### src/rtl/la_packet_pkg.sv
// Shared definitions for the logic-analyzer LVDS packet link: word layout,
// frame markers and the checksum used by both encoder and decoder.
package la_packet_pkg;

  localparam int TYPE_W    = 6;
  localparam int PAYLOAD_W = 48;
  localparam int WORD_W    = 28;

  localparam logic [3:0] MK_HDR  = 4'hA;
  localparam logic [3:0] MK_MID  = 4'h5;
  localparam logic [3:0] MK_TAIL = 4'h3;

  typedef enum logic [1:0] {
    ST_IDLE,
    ST_W0,
    ST_W1,
    ST_W2
  } enc_state_t;

  typedef struct packed {
    logic [TYPE_W-1:0]    ptype;
    logic [PAYLOAD_W-1:0] payload;
  } packet_t;

  // Byte-wise sum of the payload plus the zero-extended type, modulo 256.
  function automatic logic [7:0] packet_checksum(input logic [TYPE_W-1:0]    ptype,
                                                 input logic [PAYLOAD_W-1:0] pay);
    logic [7:0] sum;
    sum = {2'b00, ptype};
    for (int i = 0; i < PAYLOAD_W / 8; i++) begin
      sum = sum + pay[i*8 +: 8];
    end
    return sum;
  endfunction

endpackage

### src/rtl/packet_encoder.sv
// Transmit framer: one buffered packet is serialized into three marked 28-bit
// words, separated from the next frame by at least MIN_IDLE (0..15) idle words.
module packet_encoder
  import la_packet_pkg::*;
#(
  parameter int unsigned       MIN_IDLE  = 1,
  parameter logic [WORD_W-1:0] IDLE_WORD = 28'h0000000
) (
  input  logic                 clk,
  input  logic                 rst_n,
  input  logic [TYPE_W-1:0]    packet_type,
  input  logic [PAYLOAD_W-1:0] payload,
  input  logic                 valid,
  output logic                 ready,
  output logic [WORD_W-1:0]    txd,
  output logic                 busy,
  output logic [15:0]          tx_count
);

  localparam logic [3:0] GAP_MAX      = 4'(MIN_IDLE);
  localparam bit         BACK_TO_BACK = (MIN_IDLE == 0);

  enc_state_t        state_reg, state_next;
  logic [WORD_W-1:0] txd_reg, txd_next;
  logic [3:0]        gap_reg, gap_next;
  logic              buf_full_reg, buf_full_next;
  packet_t           buf_reg, buf_next;
  packet_t           shift_reg, shift_next;
  logic [15:0]       count_reg, count_next;

  logic              gap_ok;
  logic              take;
  logic              load;
  logic [WORD_W-1:0] w0, w1, w2;

  // W0 is built straight from the buffer because it is loaded on the same
  // edge that the buffer contents move into the shift register.
  assign w0 = {MK_HDR, buf_reg.ptype, buf_reg.payload[47:30]};
  assign w1 = {MK_MID, shift_reg.payload[29:6]};
  assign w2 = {MK_TAIL, shift_reg.payload[5:0], 10'b0,
               packet_checksum(shift_reg.ptype, shift_reg.payload)};

  generate
    if (MIN_IDLE == 0) begin : g_no_gap
      assign gap_ok = 1'b1;
    end else begin : g_gap
      assign gap_ok = (gap_reg >= GAP_MAX);
    end
  endgenerate

  assign load = valid && !buf_full_reg;

  always_comb begin
    state_next    = state_reg;
    txd_next      = txd_reg;
    gap_next      = gap_reg;
    buf_full_next = buf_full_reg;
    buf_next      = buf_reg;
    shift_next    = shift_reg;
    count_next    = count_reg;
    take          = 1'b0;

    case (state_reg)
      ST_IDLE: begin
        txd_next = IDLE_WORD;
        if (!gap_ok) begin
          gap_next = gap_reg + 4'd1;
        end
        if (buf_full_reg && gap_ok) begin
          take = 1'b1;
        end
      end
      ST_W0: begin
        txd_next   = w1;
        state_next = ST_W1;
      end
      ST_W1: begin
        txd_next   = w2;
        state_next = ST_W2;
        count_next = count_reg + 16'd1;
      end
      ST_W2: begin
        if (BACK_TO_BACK && buf_full_reg) begin
          take = 1'b1;
        end else begin
          txd_next   = IDLE_WORD;
          gap_next   = 4'd1;
          state_next = ST_IDLE;
        end
      end
      default: begin
        txd_next   = IDLE_WORD;
        state_next = ST_IDLE;
      end
    endcase

    // take needs a full buffer and load an empty one, so they never collide.
    if (take) begin
      txd_next      = w0;
      shift_next    = buf_reg;
      buf_full_next = 1'b0;
      state_next    = ST_W0;
    end
    if (load) begin
      buf_next      = {packet_type, payload};
      buf_full_next = 1'b1;
    end
  end

  always_ff @(posedge clk or negedge rst_n) begin
    if (!rst_n) begin
      state_reg    <= ST_IDLE;
      txd_reg      <= IDLE_WORD;
      gap_reg      <= GAP_MAX;
      buf_full_reg <= 1'b0;
      buf_reg      <= '0;
      shift_reg    <= '0;
      count_reg    <= 16'd0;
    end else begin
      state_reg    <= state_next;
      txd_reg      <= txd_next;
      gap_reg      <= gap_next;
      buf_full_reg <= buf_full_next;
      buf_reg      <= buf_next;
      shift_reg    <= shift_next;
      count_reg    <= count_next;
    end
  end

  assign ready    = !buf_full_reg;
  assign busy     = (state_reg != ST_IDLE) || buf_full_reg;
  assign txd      = txd_reg;
  assign tx_count = count_reg;

endmodule

### config.mk
export PLATFORM = sky130hd
export DESIGN_NAME = packet_encoder
export DESIGN_NICKNAME = d
export VERILOG_FILES = /design/src/rtl/la_packet_pkg.sv /design/src/rtl/packet_encoder.sv
export SDC_FILE = /design/constraint.sdc
export NUM_CORES = 1
export LEC_CHECK = 0
export BUFFER_PORTS_ARGS = -buffer_cell sky130_fd_sc_hd__buf_4
export CAP_MARGIN = 10
export CORE_ASPECT_RATIO = 0.8
export CORE_MARGIN = 5
export CORE_UTILIZATION = 41
export CTS_CLUSTER_DIAMETER = 50
export DETAILED_ROUTE_END_ITERATION = 10
export GPL_TIMING_DRIVEN = 0
export PLACE_DENSITY_LB_ADDON = 0.2
export SYNTH_ARGS = -nofsm -noshare
export SYNTH_HDL_FRONTEND = slang
export SYNTH_SLANG_ARGS = --single-unit
### constraint.sdc
create_clock -name clk -period 5.1 [get_ports clk]
set_input_delay 1.02 -clock clk [delete_from_list [all_inputs] [get_ports clk]]
set_output_delay 1.02 -clock clk [all_outputs]
set_load 0.03 [all_outputs]
==> results of run 1 <==
## layout by cell type, fill, tap and decap left out, types with 3 or more instances in the layout
master                       instances
sky130_fd_sc_hd__xnor2_1            18
sky130_fd_sc_hd__buf_4             103
sky130_fd_sc_hd__nor2b_1             3
sky130_fd_sc_hd__nor2_1             16
sky130_fd_sc_hd__buf_6               3
sky130_fd_sc_hd__clkbuf_1            8
sky130_fd_sc_hd__mux2_2             55
sky130_fd_sc_hd__a21oi_1             9
sky130_fd_sc_hd__nand2_1           136
sky130_fd_sc_hd__a22oi_1             9
sky130_fd_sc_hd__clkinvlp_4          4
sky130_fd_sc_hd__nand3_1             4
sky130_fd_sc_hd__o21ai_0            45
sky130_fd_sc_hd__inv_1              72
sky130_fd_sc_hd__clkbuf_8            4
sky130_fd_sc_hd__nand4_1             6
sky130_fd_sc_hd__clkbuf_16          17
sky130_fd_sc_hd__buf_2              15
sky130_fd_sc_hd__fa_1               31
sky130_fd_sc_hd__dfrtp_1           158
sky130_fd_sc_hd__xor2_1              8
sky130_fd_sc_hd__ha_1               18
## worst max-delay path, cell delays in order (launching register included)
cell and delay [ps]:
sky130_fd_sc_hd__dfrtp_1 350, sky130_fd_sc_hd__inv_1 70, sky130_fd_sc_hd__fa_1 530, sky130_fd_sc_hd__inv_1 50
sky130_fd_sc_hd__fa_1 500, sky130_fd_sc_hd__fa_1 550, sky130_fd_sc_hd__inv_1 50, sky130_fd_sc_hd__fa_1 490
sky130_fd_sc_hd__inv_1 70, sky130_fd_sc_hd__fa_1 490, sky130_fd_sc_hd__a211oi_1 290, sky130_fd_sc_hd__o21ai_0 150
sky130_fd_sc_hd__a21oi_1 200, sky130_fd_sc_hd__xnor2_1 90, sky130_fd_sc_hd__o21ai_1 230
## final cells by class
cell class,instances,area share [%]
flip-flops and latches,159,44.43
inverters,73,3.059
multi-input cells,383,32.36
repair buffers,103,8.897
plain buffers,24,1.466
clock buffers,24,5.489
clock inverters,8,1.159
well taps,225,3.142
## metal layers
layer,up-vias,wire [um],GRT usage (%)
li1,2298,-,-
met1,2460,7998,23.85
met2,143,8370,28.84
met3,26,1018,4.452
met4,0,372,6.770
met5,-,0,0
## final timing paths
| kind | start | to | slack [ps] |
|---|---|---|---|
| max | shift_reg[2] | txd[7] | 880 |
| min | buf_reg[16] | shift_reg[16] | 460 |
| max reg2reg | shift_reg[2] | txd[7] | 880 |
| min reg2reg | buf_reg[16] | shift_reg[16] | 460 |
| max in group asynchronous | rst_n | shift_reg[21] | 3620 |
| min in group asynchronous | rst_n | buf_reg[18] | 690 |
## stage by stage
| stage | hold slack (ps) | cell area (um2) |
|---|---|---|
| after floorplan | 434.2 | 7284 |
| after global placement | 444.3 | 8332 |
| after detailed placement | 446.8 | 8363 |
| after CTS | 463.8 | 8959 |
| after global routing | 480.7 | 8959 |
| final | 458.9 | 8959 |
## kinds of logic after synthesis
group           Yosys count
compound gates           76
xor+xnor                 27
fa+ha+maj                49
buf+inv                  97
flops                   159
mux                      55
simple gates            176
==> PnR_summary.wiki, run 1 <==
{| class="wikitable"
! Metric !! Value
|-
| Average vias per placed instance || 4.932
|-
| Post-CTS resize count || 0
|-
| Final max-slew violation count || 0
|-
| Largest net degree at the start of global routing || just under 100
|-
| Most instantiated library cell after synthesis || sky130_fd_sc_hd__dfrtp_1
|-
| Global route overflow || 0
|-
| Synth area leaders || sky130_fd_sc_hd__dfrtp_1 (54%), sky130_fd_sc_hd__fa_1 (8.5%), sky130_fd_sc_hd__mux2_2 (8.5%)
|-
| Type of the worst min-delay path || flop to flop
|-
| Gate count after technology mapping || 639
|-
| GPL Wtd Cong || 0.8759
|-
| Synthesized-area fraction occupied by xor and xnor cells || 3.435%
|-
| Combined global-route utilization of all metal layers || 17.93%
|-
| Layout Area Growth over Synthesis || 22.98%
|-
| Root buffer cell || sky130_fd_sc_hd__clkbuf_16
|-
| Worst slew margin relative to its limit || approximately 39%
|-
| Y dimension of the die || 129.2 um
|-
| Site row count || 43
|-
| Inst Count DP || 967
|-
| Wire length per cell || 17.78 um
|-
| Via count of the first global-routing pass || 5391
|-
| Synthesis-stage register bit count || 159
|-
| Simple-gate portion of the synthesized area || about a tenth
|-
| Setup Slack @ Placement || about 960 ps
|-
| Synthesized area per cell || 11.40 um2
|-
| Type of origin of the critical path || flop
|-
| Share of the synthesized area in the top cell type || 54.28%
|-
| TritonCTS sink count || 159
|-
| Final non-filler cell total || between 900 and 1000
|-
| Share of the core filled with cells || 51.55%
|-
| Instance count along the most critical hold path || 2
|-
| Shortest clock period the worst path allows after layout || between 4000 and 5000 ps
|-
| Area of the multi-input gates || 2899 um2
|-
| Number of synthesized flops with an enable pin || 0
|-
| Post-CTS Setup Inserts || 0
|-
| Synthesis Warnings || 0
|-
| Post-detailed-route count of antenna-violating nets || 0
|-
| Top Ports || about 100
|-
| Multiplexer fraction of the synthesized cell area || 8.502%
|-
| Complex-gate fraction of the synthesized area || 6.115%
|-
| Chip Width || 159.0 um
|-
| Number of buffers inserted for hold repair after clock tree synthesis || 0
|-
| Area of the die || 20550 um2
|-
| Longest Clk Path Bufs || 2
|-
| Nets || a little under 900
|-
| Share of layout cells above drive strength 1 || around 28%
|-
| Area inside the core boundary || 17380 um2
|-
| F_max || approximately 240 MHz
|-
| Insertion delay to the later sink of the worst-skew pair || about 430 ps
|-
| Data arrival at the endpoint of the critical path || 4540 ps
|-
| Worst clock skew on the final layout || 6.827 ps
|-
| Total DRC errors in the routed layout || 0
|-
| Detailed-route via count || 4927
|-
| Total wire length after detailed routing || approximately 18 mm
|-
| Count of routing violations after the opening detailed-route iteration || 287
|-
| First-pass GRT wire length || 28.34 mm
|-
| Worst endpoint required time || between 5000 and 6000 ps
|-
| Period utilization || between 80% and 90%
|-
| Share of flip-flops with an asynchronous set or reset after synthesis || between 90% and 100%
|-
| Max_cap viols || 0
|-
| Worst r2r path cells || 14
|-
| Cell area after synthesis || ~7300 um2
|-
| Sequential cell area in the final layout || 3980 um2
|-
| Adder-cell share of the synthesized area || 11.61%
|-
| Number of distinct standard cells referenced by the synthesized netlist || 43
|-
| Class of the most critical setup path || flop to flop
|-
| Run status || complete, no violations
|-
| Cell type with the largest total area after synthesis || sky130_fd_sc_hd__dfrtp_1
|-
| Number of fill cells in the layout || around 1600
|-
| Most used flip-flop cell after synthesis || sky130_fd_sc_hd__dfrtp_1
|-
| Critical Path Sink Type || flop
|-
| Clock-pin slew on the worst setup and hold paths || 60 ps
|-
| Num CTS Buffers || 17
|-
| Least-Margin Pin Slew || 912.8 ps
|-
| H-tree depth || 4
|-
| First-pass iteration count of the detailed router || 5
|-
| Maximum net fanout on the critical path || 3
|-
| Initial antenna violation count || 0
|-
| Post-synthesis sequential area ratio || a little over half
|-
| Minimum setup slack in the final design || 881.9 ps
|-
| Initial core utilization || 41.92%
|-
| Nets in the synthesized netlist || 745
|-
| Number of port buffers || 102
|-
| Total negative slack for setup checks || 0 ps
|-
| Unrepaired setup endpoints after global routing || false
|-
| Diodes inserted || 0
|-
| HPWL after detailed placement || 12.76 mm
|-
| Final Hold Viols || 0
|-
| Final number of setup-violating endpoints || 0
|-
| Ranking of synthesized cells by instance count || sky130_fd_sc_hd__dfrtp_1 (158), sky130_fd_sc_hd__nand2_1 (136), sky130_fd_sc_hd__inv_1 (72), sky130_fd_sc_hd__mux2_2 (55), sky130_fd_sc_hd__o21ai_0 (45)
|-
| CTS tree || built
|-
| Combinational family with the most area after synthesis || adder cells
|}
Power of run 1 is left out: the tool's default activity adds up to more than one toggle a clock period on the data nets, which glitch-free logic cannot reach.
==> run 2: changes to the inputs <==
- ABC_AREA: default -> 1
- clock period: 5.1 -> 3.76 ns (I/O delays scaled with it)
==> PnR_summary.wiki, run 2 <==
{| class="wikitable"
! Metric !! Value
|-
| Period utilization || 98.83% (+16 points)
|-
| Synthesis-stage register bit count || 159 (unchanged)
|-
| Commonest non-fill, non-tap cell in the layout || sky130_fd_sc_hd__dfrtp_1
|-
| Chip Width || 159.3 um (+0.18%)
|-
| Capture instance of the worst register-to-register path || txd[4]
|-
| Minimum hold slack || 244.8 ps (-214.0 ps)
|-
| Fin area || 9178 um2 (+2.4%)
|-
| Worst clock skew on the final layout || 7.789 ps (+0.9621 ps)
|-
| Post-synthesis sequential area ratio || 54.43% (-0.21 points)
|-
| Crit Reg-Reg Startpoint || shift_reg[43]
|-
| Ranking of synthesized cells by instance count || sky130_fd_sc_hd__dfrtp_1 (158), sky130_fd_sc_hd__nand2_1 (141), sky130_fd_sc_hd__inv_1 (130), sky130_fd_sc_hd__o21ai_0 (56), sky130_fd_sc_hd__nor2_1 (39)
|-
| Site row count || 43 (unchanged)
|-
| Clock-pin slew on the worst setup and hold paths || 60 ps (about the same)
|-
| Worst endpoint required time || 4050 ps (-1370 ps)
|-
| Minimum setup slack in the final design || 44.04 ps (-837.8 ps)
|-
| Placed instance area || 8394 um2 (+0.37%)
|-
| Unrepaired setup endpoints after global routing || true
|-
| Number of distinct standard cells referenced by the synthesized netlist || 31 (-28%)
|-
| Initial core utilization || 41.95% (about the same)
|-
| Longest Clk Path Bufs || 2 (unchanged)
|-
| Area inside the core boundary || 17430 um2 (+0.31%)
|-
| Number of buffers inserted for hold repair after clock tree synthesis || 0 (unchanged)
|-
| Max_cap viols || 0 (unchanged)
|-
| Least-Margin Pin Slew || 777.7 ps (-135.1 ps)
|-
| Final number of setup-violating endpoints || 0 (unchanged)
|-
| Number of fill cells in the layout || 1638 (+4.9%)
|-
| Synthesized area per cell || 10.18 um2 (-11%)
|-
| Type of origin of the critical path || flop
|-
| GPL Wtd Cong || 0.8524 (-2.7%)
|-
| Wire length per cell || 16.24 um (-8.6%)
|-
| Largest net degree at the start of global routing || 102 (+3.0%)
|-
| Worst reg2reg setup slack || 40 ps (-840 ps)
|-
| Area of the die || 20620 um2 (+0.35%)
|-
| TritonCTS sink count || 159 (unchanged)
|-
| Class of the most critical setup path || flop to flop
|-
| Highest-count cells in the layout ignoring fill and taps || sky130_fd_sc_hd__dfrtp_1 (158), sky130_fd_sc_hd__nand2_1 (136), sky130_fd_sc_hd__inv_1 (121)
|-
| Detailed-route via count || 5083 (+3.2%)
|-
| Maximum net fanout on the critical path || 5 (+2)
|-
| HPWL after detailed placement || 12.53 mm (-1.8%)
|-
| Root buffer cell || sky130_fd_sc_hd__clkbuf_16
|-
| Total DRC errors in the routed layout || 0 (unchanged)
|-
| Type of the worst min-delay path || primary input to async pin
|-
| Setup Slack @ Placement || -197.8 ps (-1155 ps)
|-
| Number of synthesized flops with an enable pin || 0 (unchanged)
|-
| Num CTS Buffers || 17 (unchanged)
|-
| CTS tree || built
|-
| First-pass GRT wire length || 28.91 mm (+2.0%)
|-
| F_max || 269.1 MHz (+14%)
|-
| Shortest clock period the worst path allows after layout || 3716 ps (-502.2 ps)
|-
| Initial antenna violation count || 0 (unchanged)
|-
| Diodes inserted || 0 (unchanged)
|-
| Worst r2r path cells || 16 (+2)
|-
| Data arrival at the endpoint of the critical path || 4000 ps (-540 ps)
|-
| Top Ports || 103 (unchanged)
|-
| Layout Area Growth over Synthesis || 25.51%
|-
| Via count of the first global-routing pass || 5376 (-0.28%)
|-
| Nets in the synthesized netlist || 824 (+11%)
|-
| Synthesis Warnings || 0 (unchanged)
|-
| Cell area after synthesis || 7312 um2 (+0.38%)
|-
| Share of the synthesized area in the top cell type || 54.07% (-0.20 points)
|-
| H-tree depth || 4 (unchanged)
|-
| Average vias per placed instance || 4.680 (-5.1%)
|-
| Most used flip-flop cell after synthesis || sky130_fd_sc_hd__dfrtp_1
|-
| Final max-slew violation count || 0 (unchanged)
|-
| Y dimension of the die || 129.4 um (+0.17%)
|-
| Synth area leaders || sky130_fd_sc_hd__dfrtp_1 (54%), sky130_fd_sc_hd__fa_1 (8.5%), sky130_fd_sc_hd__nand2_1 (7.2%)
|-
| Global route overflow || 0 (unchanged)
|-
| Post-detailed-route count of antenna-violating nets || 0 (unchanged)
|-
| Number of port buffers || 102 (unchanged)
|-
| Total wire length after detailed routing || 17.64 mm (-0.69%)
|-
| Gate count after technology mapping || 718 (+12%)
|-
| Count of routing violations after the opening detailed-route iteration || 348 (+21%)
|-
| Final Hold Viols || 0 (unchanged)
|-
| Combined global-route utilization of all metal layers || 18.11% (+0.18 points)
|-
| First-pass iteration count of the detailed router || 4 (-1)
|-
| Share of layout cells above drive strength 1 || 25.67% (-1.9 points)
|-
| Nets || 956 (+10%)
|-
| Critical Path Sink Type || flop
|-
| Share of flip-flops with an asynchronous set or reset after synthesis || 100.0% (unchanged)
|-
| Most instantiated library cell after synthesis || sky130_fd_sc_hd__dfrtp_1
|-
| Worst slew margin relative to its limit || 48.16% (+9.0 points)
|-
| Cell type with the largest total area after synthesis || sky130_fd_sc_hd__dfrtp_1
|-
| Run status || complete, no violations
|-
| Insertion delay to the later sink of the worst-skew pair || 420 ps (about the same)
|-
| Total negative slack for setup checks || 0 ps (unchanged)
|}
run 2: cell types whose count changed after synthesis, moves of 11 or more:
cell / change
sky130_fd_sc_hd__a21oi_1: +25
sky130_fd_sc_hd__mux2_2: -29
sky130_fd_sc_hd__inv_1: +58
sky130_fd_sc_hd__nor2_1: +23
sky130_fd_sc_hd__xnor2_1: -14
sky130_fd_sc_hd__o21ai_0: +11
run 2: critical path, cell delays in order, from the launching register on:
cell                       delay, ps
sky130_fd_sc_hd__dfrtp_1         340
sky130_fd_sc_hd__inv_2            40
sky130_fd_sc_hd__fa_1            540
sky130_fd_sc_hd__inv_2            40
sky130_fd_sc_hd__fa_1            560
sky130_fd_sc_hd__inv_2            40
sky130_fd_sc_hd__fa_1            500
sky130_fd_sc_hd__fa_1            540
sky130_fd_sc_hd__inv_2            50
sky130_fd_sc_hd__ha_4            290
sky130_fd_sc_hd__nand3_2          80
sky130_fd_sc_hd__nand2_2          80
sky130_fd_sc_hd__nand2_2          60
sky130_fd_sc_hd__buf_4           130
sky130_fd_sc_hd__buf_6           100
sky130_fd_sc_hd__nand2_2          60
sky130_fd_sc_hd__o221ai_2        110
run 2: layer usage:
layer	GRT usage, %	part of all wire (%)	wire length (um)
met1	27.15	49	8614
met2	26.19	44	7723
met3	5.564	6.6	1166
met4	3.611	0.76	134
met5	0	0	0
run 2: how the worst max path moves through the flow:
stage | cells after the start | end | start
finish | 16 | txd[4] | shift_reg[43]
global route | 17 | txd[6] | shift_reg[43]
CTS | 17 | txd[6] | shift_reg[3]
detailed placement | 16 | txd[6] | shift_reg[3]
global placement | 16 | txd[6] | shift_reg[3]
floorplan | 17 | txd[6] | shift_reg[3]
run 2: logic make-up after synthesis:
kind of cell / share of synthesized area (%)
compound gates: 7.906
mux: 4.004
fa+ha+maj: 11.57
simple gates: 12.03
flops: 54.43
buf+inv: 8.145
xor+xnor: 1.916
run 2: final cells by class:
type / count / area (um2) / share of cell area [%]
Sequential cell: 159 / 3980 / 43.37
Inverter: 131 / 491.7 / 5.358
Tap cell: 225 / 281.5 / 3.067
Clock buffer: 19 / 452.9 / 4.935
Buffer: 23 / 103.9 / 1.132
Timing Repair Buffer: 113 / 879.6 / 9.584
Multi-Input combinational cell: 405 / 2823 / 30.76
Clock inverter: 11 / 165.2 / 1.800
run 2: timing repair:
| item | CTS | global route |
|---|---|---|
| buffers inserted | 4 | 6 |
| pin swaps | 10 | 25 |
| setup endpoints to repair | 5 | 4 |
| resized for setup | 9 | 18 |
run 2: per-stage QoR:
stage	util [%]	std cells
5_1_grt	52.65	1086
4_1_cts	52.07	1080
3_3_place_gp	47.95	1045
3_5_place_dp	48.16	1046
6_report	52.65	1086
2_1_floorplan	-	718
Power of run 2 is left out for the same reason.
